==> src/rtl/tile_ram_write_ctrl.sv <==
// Write-port controller for the dual-clock tile RAM: round-robin arbitration between
// game logic (A) and cursor overlay (B), plus a bulk fill engine that sweeps every address.
`timescale 1ns/1ps
module tile_ram_write_ctrl #(
  parameter int DATA_WIDTH = 7,
  parameter int ADDR_WIDTH = 9
) (
  input  logic                  clk_i,
  input  logic                  rst_ni,
  input  logic                  a_valid_i,
  input  logic [ADDR_WIDTH-1:0] a_addr_i,
  input  logic [DATA_WIDTH-1:0] a_data_i,
  output logic                  a_ready_o,
  input  logic                  b_valid_i,
  input  logic [ADDR_WIDTH-1:0] b_addr_i,
  input  logic [DATA_WIDTH-1:0] b_data_i,
  output logic                  b_ready_o,
  input  logic                  fill_start_i,
  input  logic [DATA_WIDTH-1:0] fill_data_i,
  output logic                  busy_o,
  output logic                  fill_done_o,
  output logic                  we_o,
  output logic [ADDR_WIDTH-1:0] waddr_o,
  output logic [DATA_WIDTH-1:0] wdata_o
);

  typedef enum logic {IDLE, FILL} state_t;

  state_t                state_q, state_d;
  logic [ADDR_WIDTH-1:0] cnt_q, cnt_d;
  logic [DATA_WIDTH-1:0] fill_data_q, fill_data_d;
  logic                  last_grant_q, last_grant_d;  // 1 = B was granted last
  logic                  we_d, done_d, busy_d;
  logic [ADDR_WIDTH-1:0] waddr_d;
  logic [DATA_WIDTH-1:0] wdata_d;
  logic                  last_cnt;

  // Terminal compare stops the sweep on the final word, so the address never wraps.
  assign last_cnt = (cnt_q == '1);

  // NOTE: sequential state uses non-blocking assignments so every flop samples pre-edge values.
  always_ff @(posedge clk_i or negedge rst_ni) begin
    if (!rst_ni) state_q <= IDLE;
    else         state_q <= state_d;
  end

  // NOTE: every signal assigned in a combinational block gets a default first, so no latch is inferred.
  always_comb begin
    state_d = state_q;
    case (state_q)
      IDLE:    if (fill_start_i) state_d = FILL;
      FILL:    if (last_cnt)     state_d = IDLE;
      default: state_d = IDLE;
    endcase
  end

  always_comb begin
    a_ready_o    = 1'b0;
    b_ready_o    = 1'b0;
    we_d         = 1'b0;
    done_d       = 1'b0;
    busy_d       = (state_q == FILL);
    waddr_d      = waddr_o;
    wdata_d      = wdata_o;
    cnt_d        = cnt_q;
    fill_data_d  = fill_data_q;
    last_grant_d = last_grant_q;

    case (state_q)
      IDLE: begin
        if (fill_start_i) begin
          fill_data_d = fill_data_i;
          cnt_d       = '0;
        end else begin
          if (a_valid_i && b_valid_i) begin
            a_ready_o = last_grant_q;
            b_ready_o = !last_grant_q;
          end else begin
            a_ready_o = a_valid_i;
            b_ready_o = b_valid_i;
          end
          if (a_ready_o) begin
            we_d         = 1'b1;
            waddr_d      = a_addr_i;
            wdata_d      = a_data_i;
            last_grant_d = 1'b0;
          end else if (b_ready_o) begin
            we_d         = 1'b1;
            waddr_d      = b_addr_i;
            wdata_d      = b_data_i;
            last_grant_d = 1'b1;
          end
        end
      end
      FILL: begin
        we_d    = 1'b1;
        waddr_d = cnt_q;
        wdata_d = fill_data_q;
        done_d  = last_cnt;
        cnt_d   = cnt_q + ADDR_WIDTH'(1);
      end
      default: ;
    endcase
  end

  always_ff @(posedge clk_i or negedge rst_ni) begin
    if (!rst_ni) begin
      cnt_q        <= '0;
      fill_data_q  <= '0;
      last_grant_q <= 1'b1;
      we_o         <= 1'b0;
      waddr_o      <= '0;
      wdata_o      <= '0;
      busy_o       <= 1'b0;
      fill_done_o  <= 1'b0;
    end else begin
      cnt_q        <= cnt_d;
      fill_data_q  <= fill_data_d;
      last_grant_q <= last_grant_d;
      we_o         <= we_d;
      waddr_o      <= waddr_d;
      wdata_o      <= wdata_d;
      busy_o       <= busy_d;
      fill_done_o  <= done_d;
    end
  end

endmodule

==> config.mk <==
export PLATFORM = sky130hd
export DESIGN_NAME = tile_ram_write_ctrl
export DESIGN_NICKNAME = d
export VERILOG_FILES = /design/src/rtl/tile_ram_write_ctrl.sv
export SDC_FILE = /design/constraint.sdc
export NUM_CORES = 1
export LEC_CHECK = 0
export CAP_MARGIN = 30
export CORE_UTILIZATION = 30
export CTS_CLUSTER_DIAMETER = 150
export DETAILED_ROUTE_END_ITERATION = 16
export GPL_TIMING_DRIVEN = 1
export PLACE_DENSITY = 0.54
export REMOVE_ABC_BUFFERS = 1
export SYNTH_ARGS = -nofsm -noshare
export SYNTH_HDL_FRONTEND = slang
export SYNTH_SLANG_ARGS = --single-unit
==> constraint.sdc <==
create_clock -name clk_i -period 1.95 [get_ports clk_i]
set_clock_uncertainty 0.15 [all_clocks]
set_input_delay 0.39 -clock clk_i [delete_from_list [all_inputs] [get_ports clk_i]]
set_output_delay 0.39 -clock clk_i [all_outputs]
set_load 0.02 [all_outputs]
==> impl_metrics.ini, run 1 <==
[synth]
syn_avg_cell_area_um2 = 10.5
synth_seq_area_share_pct = 47.6
yosys_warnings = 0
ys_seq_elements = 37
syn_inst = 186
synthTopCellsByArea = dfrtp_1, mux2i_1, a311oi_2, a22oi_1, nand2_1
synth_top_area_share_pct = 46.2
yosys.area.top_type = dfrtp_1
ys_types = 38
syn_area_um2 = 1950

[route]
drt_iter0_drc = 52
vias = 1738
wl_per_cell_um = 16.4
routed_wl_um = 5570
viasPerCell = 5.13
drt-pass1-iter-count = 4
drtAntennaViolNets = 0
drc = 0

[setup_path]
path_cells = clkdlybuf4s50_1 > inv_1 > nor3_4 > buf_6
reg2reg_from = cnt_q[0]
r2r_slack_ns = 0.30
r2r_end = cnt_q[8]
crit_required_ns = 1.41
worst_ep_arrival_time_ns = 1.36
end_kind = output pin
crit_fanout = 4
startpoint_type = input pin
crit_slowest_cell = clkdlybuf4s50_1
rr_worst_depth = 5
path_buf_inv = 3
path_delay_family = buffers and inverters
max_stage_delay_ns = 0.54
worstSetupPathType = in -> out

[placement]
dp_hpwl_um = 3910
post-place-ws_ns = -0.492
port_buffers = 64
place.gp.congestion = 0.772

[finish]
syn_to_final_growth_pct = 48.4
diodes = 0
layout_common_cells = clkdlybuf4s50_1, dfrtp_1, nand2_1
fin_util_pct = 47.4
final_common_cell = clkdlybuf4s50_1
drive_gt1_share_pct = 16.3
final_nets = 309

[min_path]
min_path_type = reg -> reg
holdPathStages = 2
min_to = fill_data_q[3]
min_from = fill_data_q[3]

[pwr]
p_sw_share_pct = 24.2
vdd_drop_max_uv = 236
pwr-share-comb_pct = 14.5
p_leak_nw = 1.24
pwr-share-clk_pct = 36.9
p_int_w = 0.00123
seqPwrFrac_pct = 48.6
switching_power_w = 0.000394
p_per_area_nw_per_um2 = 563

[clocking]
clk_pin_slew_worst_paths_ns = 0.07
cts_tree = yes
post-cts-setup-buffers = 0
cts_root_buf = clkbuf_8
cts_buffers = 5
worstSkewPairLatency_ns = 0.29
clockBufferDepth = 2
clock_sinks = 37
cts-htree-levels = 2

[timing]
setup_tns_ns = 0
fin_crit_sh_pct = 97.6
rsz0062_at_grt = yes
finalMaxSlewViolations = 0
worstMarginPinSlew_ns = 0.500
fin_crit_ns = 1.90
setup_violations = 0
fmax_mhz = 525
fin_ws_ns = 0.0464
final_hold_viol_count = 0
relSlewSlack_pct = 66.6

[global_routing]
antenna_found_initial = 0
grt_max_degree = 30
grt_pass1_wl_um = 9170
grt_use_total_pct = 18.5
grt_pass1_vias = 1822
grt_overflow_total = 0

[floorplan]
core_area_um2 = 6100
die_x_um = 82.6
boundaryPins = 65
dieArea_um2 = 6820
rows = 28
start_util_pct = 32.0
dieHeight_um = 82.6

[status]
status = finished, final reports clean

[job]
drv_cap = 0
==> worst register-to-register path, stage by stage, from the launching register on <==
cell	delay, ns
dfrtp_1	0.43
ha_1	0.27
nand3_1	0.09
nor2_1	0.13
ha_1	0.24
a22o_1	0.23
==> timing repair <==
item / CTS / global route
pin swaps: 0 / 1
hold endpoints to repair: 16 / 0
gates resized for setup: 12 / 2
hold buffers: 1 / 0
setup endpoints to repair: 2 / 1
==> power groups by stage <==
| stage | combinational, W | sequential [W] | clock (W) |
|---|---|---|---|
| global placement | 0.000235 | 0.000807 | 0 |
| CTS | 0.000238 | 0.000792 | 0.000621 |
| global route | 0.000256 | 0.000794 | 0.000651 |
| detailed placement | 0.000235 | 0.000807 | 0 |
| floorplan | 0.0000493 | 0.000815 | 0 |
| finish | 0.000236 | 0.000792 | 0.000601 |
==> area by class of cell <==
| class | instances | area, µm² |
|---|---|---|
| Multi-Input combinational cell | 134 | 946 |
| Timing Repair Buffer | 83 | 815 |
| Tap cell | 75 | 93.8 |
| Clock inverter | 1 | 5.00 |
| Inverter | 2 | 7.51 |
| Fill cell | 595 | 3210 |
| Sequential cell | 37 | 927 |
| Clock buffer | 7 | 96.3 |
==> flip-flops by register name, indices dropped and copies added (netlist names) <==
register      count
cnt_q             9
waddr_o           9
fill_data_q       7
wdata_o           7
busy_d            1
busy_o            1
fill_done_o       1
last_grant_q      1
we_o              1
==> worst max-delay path by stage <==
stage	startpoint	to	slack (ns)	cells past startpoint
5_1_grt	last_grant_q	a_ready_o	-0.002	3
6_report	a_valid_i	a_ready_o	0.05	4
2_1_floorplan	busy_d	a_ready_o	-0.46	2
4_1_cts	fill_start_i	a_ready_o	0.001	4
3_5_place_dp	fill_start_i	a_ready_o	-0.49	4
3_3_place_gp	fill_start_i	a_ready_o	-0.54	4
==> cell families after synthesis <==
| kind of cell | count (synthesis) | synth area share [%] |
|---|---|---|
| compound gates | 67 | 26.7 |
| simple gates | 48 | 11.2 |
| flops | 37 | 47.6 |
| mux | 16 | 8.22 |
| buf+inv | 15 | 4.56 |
| fa+ha+maj | 2 | 1.28 |
| xor+xnor | 1 | 0.450 |
==> per-layer routing <==
| metal | global-route usage (%) | wire length [µm] | vias to the layer above |
|---|---|---|---|
| met5 | 0 | 0 | - |
| met4 | 6.72 | 83 | 0 |
| met3 | 3.85 | 325 | 6 |
| met2 | 30.6 | 2520 | 49 |
| met1 | 23.8 | 2650 | 820 |
| li1 | - | - | 863 |
==> stage by stage <==
stage               cell area (µm²)  power (W)  hold slack, ns  instances
floorplan                      1870   0.000865         -0.0556        173
global placement               2770    0.00104           0.212        330
detailed placement             2770    0.00104           0.220        330
CTS                            2880    0.00165           0.338        339
global route                   2890    0.00170           0.366        339
finish                         2890    0.00163           0.332        339
==> synth_stat cells <==
| master | instances |
|---|---|
| nor3_1 | 1 |
| buf_2 | 7 |
| o211ai_1 | 3 |
| ha_1 | 2 |
| nor2b_1 | 2 |
| or2_1 | 1 |
| a311oi_1 | 7 |
| o21ai_1 | 2 |
| o21ai_2 | 1 |
| nor2_1 | 4 |
| and2_1 | 1 |
| xor2_1 | 1 |
| a22oi_1 | 15 |
| buf_4 | 2 |
| buf_6 | 2 |
| clkbuf_2 | 1 |
| nand4_1 | 2 |
| o21ai_0 | 18 |
| o2bb2ai_1 | 1 |
| o31ai_1 | 3 |
| nor2_4 | 1 |
| a21oi_1 | 3 |
| dfrtp_1 | 36 |
| nand3_1 | 5 |
| nand2b_1 | 2 |
| dfstp_2 | 1 |
| o32ai_1 | 1 |
| a22o_1 | 1 |
| a31oi_1 | 1 |
| a311oi_2 | 8 |
| and2b_1 | 1 |
| clkbuf_1 | 1 |
| o22ai_1 | 1 |
| a21bo_2 | 1 |
| nand2_1 | 28 |
| mux2i_1 | 16 |
| o21bai_1 | 1 |
| inv_1 | 2 |
(Power assumes the default switching activity.)
==> run 2: changes to the inputs <==
Settings changed: CAP_MARGIN 30 to 5, CTS_BUF_LIST set to sky130_fd_sc_hd__clkbuf_8 sky130_fd_sc_hd__clkbuf_16, SETUP_SLACK_MARGIN set to 0.2.
==> impl_metrics.ini, run 2 (synthesis gave the netlist of run 1 again) <==
[status]
status = finished, final reports clean

[setup_path]
crit_fanout = 4
startpoint_type = flip-flop
crit_required_ns = 1.41
end_kind = output pin
worst_ep_arrival_time_ns = 1.34
worstSetupPathType = reg -> out

[clocking]
cts_root_buf = clkbuf_8
cts_buffers = 5
clock_sinks = 37
worstSkewPairLatency_ns = 0.29
cts-htree-levels = 2
clk_pin_slew_worst_paths_ns = 0.08
clockBufferDepth = 2
cts_tree = yes

[global_routing]
antenna_found_initial = 0
grt_use_total_pct = 18.6
grt_pass1_wl_um = 9250
grt_pass1_vias = 1854
grt_overflow_total = 0
grt_max_degree = 30

[route]
drt-pass1-iter-count = 4
routed_wl_um = 5630
met1_length_um = 2640
top_layer = met4
drtAntennaViolNets = 0
drc = 0
viasPerCell = 5.16
vias = 1760
drt_iter0_drc = 58
routed-wl-met2_um = 2570
wl_met3_um = 334
wl_per_cell_um = 16.5

[finish]
syn_to_final_growth_pct = 48.0
final_nets = 311
final_common_cell = clkdlybuf4s50_1
drive_gt1_share_pct = 16.9
fillCellCount = 611
diodes = 0
final_cell_area_um2 = 2880
layout_common_cells = clkdlybuf4s50_1, dfrtp_1, nand2_1
reg_top3 = cnt_q (9), waddr_o (9)

[min_path]
min_path_type = reg -> reg

[timing]
worstMarginPinSlew_ns = 0.500
setup_violations = 0
fin_crit_sh_pct = 96.3
fmax_mhz = 533
fin_ws_ns = 0.0728
finalMaxSlewViolations = 0
final_hold_viol_count = 0
relSlewSlack_pct = 66.6
setup_tns_ns = 0
fin_crit_ns = 1.88
hold_ws_ns = 0.333
rsz0062_at_grt = yes

[pwr]
pwr-share-clk_pct = 37.1
pwr-share-comb_pct = 14.3
p_per_area_nw_per_um2 = 565
p_sw_share_pct = 24.5
seqPwrFrac_pct = 48.6
p_int_w = 0.00123
vdd_drop_max_uv = 243
switching_power_w = 0.000399
p_leak_nw = 1.28
p_total_w = 0.00163

[placement]
dpl-instance-area_um2 = 2770
dp_hpwl_um = 3910
post-place-ws_ns = -0.492
port_buffers = 64
place.gp.congestion = 0.772

[floorplan]
dieHeight_um = 82.6
die_x_um = 82.6
start_util_pct = 32.0
boundaryPins = 65
rows = 28
core_area_um2 = 6100
dieArea_um2 = 6820

[job]
drv_cap = 0
-- run 2: cell count changes in the layout (fill, tap and decap cells not counted) --
cell / before / now
clkdlybuf4s50_1: 61 / 39
dlygate4sd2_1: 0 / 22
buf_4: 15 / 17
a21bo_2: 1 / 0
a21bo_4: 0 / 1
buf_2: 2 / 1
buf_6: 1 / 2
nor3_2: 0 / 1
nor3_4: 1 / 0
-- run 2: worst max-delay path: stages (launching register included) --
cell and delay [ns]:
dfstp_2 0.38, buf_4 0.12, buf_6 0.11, a21bo_4 0.20, nor2_1 0.08, buf_4 0.14
-- run 2: area by class of cell --
type                    count  area, µm²  share of cell area (%)
multi-input cells         134        946                    32.8
clock buffers               7       96.3                    3.34
well taps                  75       93.8                    3.25
flip-flops and latches     37        927                    32.1
clock inverters             1       5.00                   0.174
repair buffers             85        808                    28.0
inverters                   2       7.51                   0.260
-- run 2: power groups by stage --
stage / clock [W] / sequential (W) / combinational (W)
2_1_floorplan: 0 / 0.000815 / 0.0000493
3_3_place_gp: 0 / 0.000807 / 0.000235
3_5_place_dp: 0 / 0.000807 / 0.000235
4_1_cts: 0.000621 / 0.000792 / 0.000236
5_1_grt: 0.000651 / 0.000794 / 0.000254
6_report: 0.000605 / 0.000792 / 0.000233
-- run 2: final timing paths --
kind | from | to | slack, ns | depth (start not counted)
setup / recovery | last_grant_q | b_ready_o | 0.07 | 5
hold reg to reg | fill_data_q[3] | fill_data_q[3] | 0.33 | 2
min in group asynchronous | rst_ni | waddr_o[0] | 0.43 | 2
hold / removal | fill_data_q[3] | fill_data_q[3] | 0.33 | 2
setup reg to reg | last_grant_q | waddr_o[0] | 0.28 | 5
max in group asynchronous | rst_ni | cnt_q[4] | 0.75 | 3
-- run 2: what timing repair did --
action                                 CTS  global route
pin swaps                                2             1
setup buffers                            2             0
hold buffers                             1             0
setup endpoints to repair               26             5
gates resized for setup                 37             1
endpoints found under the hold margin   16             0
-- run 2: stage by stage --
| stage | cells | utilization (%) |
|---|---|---|
| global route | 341 | 47.3 |
| finish | 341 | 47.3 |
| CTS | 341 | 47.2 |
| floorplan | 173 | - |
| global placement | 330 | 45.4 |
| detailed placement | 330 | 45.4 |
-- run 2: metal layers --
layer / vias to the layer above / global-route usage (%)
met5: - / 0
met4: 0 / 6.90
met3: 6 / 3.85
met2: 55 / 31.2
met1: 831 / 23.7
li1: 868 / -
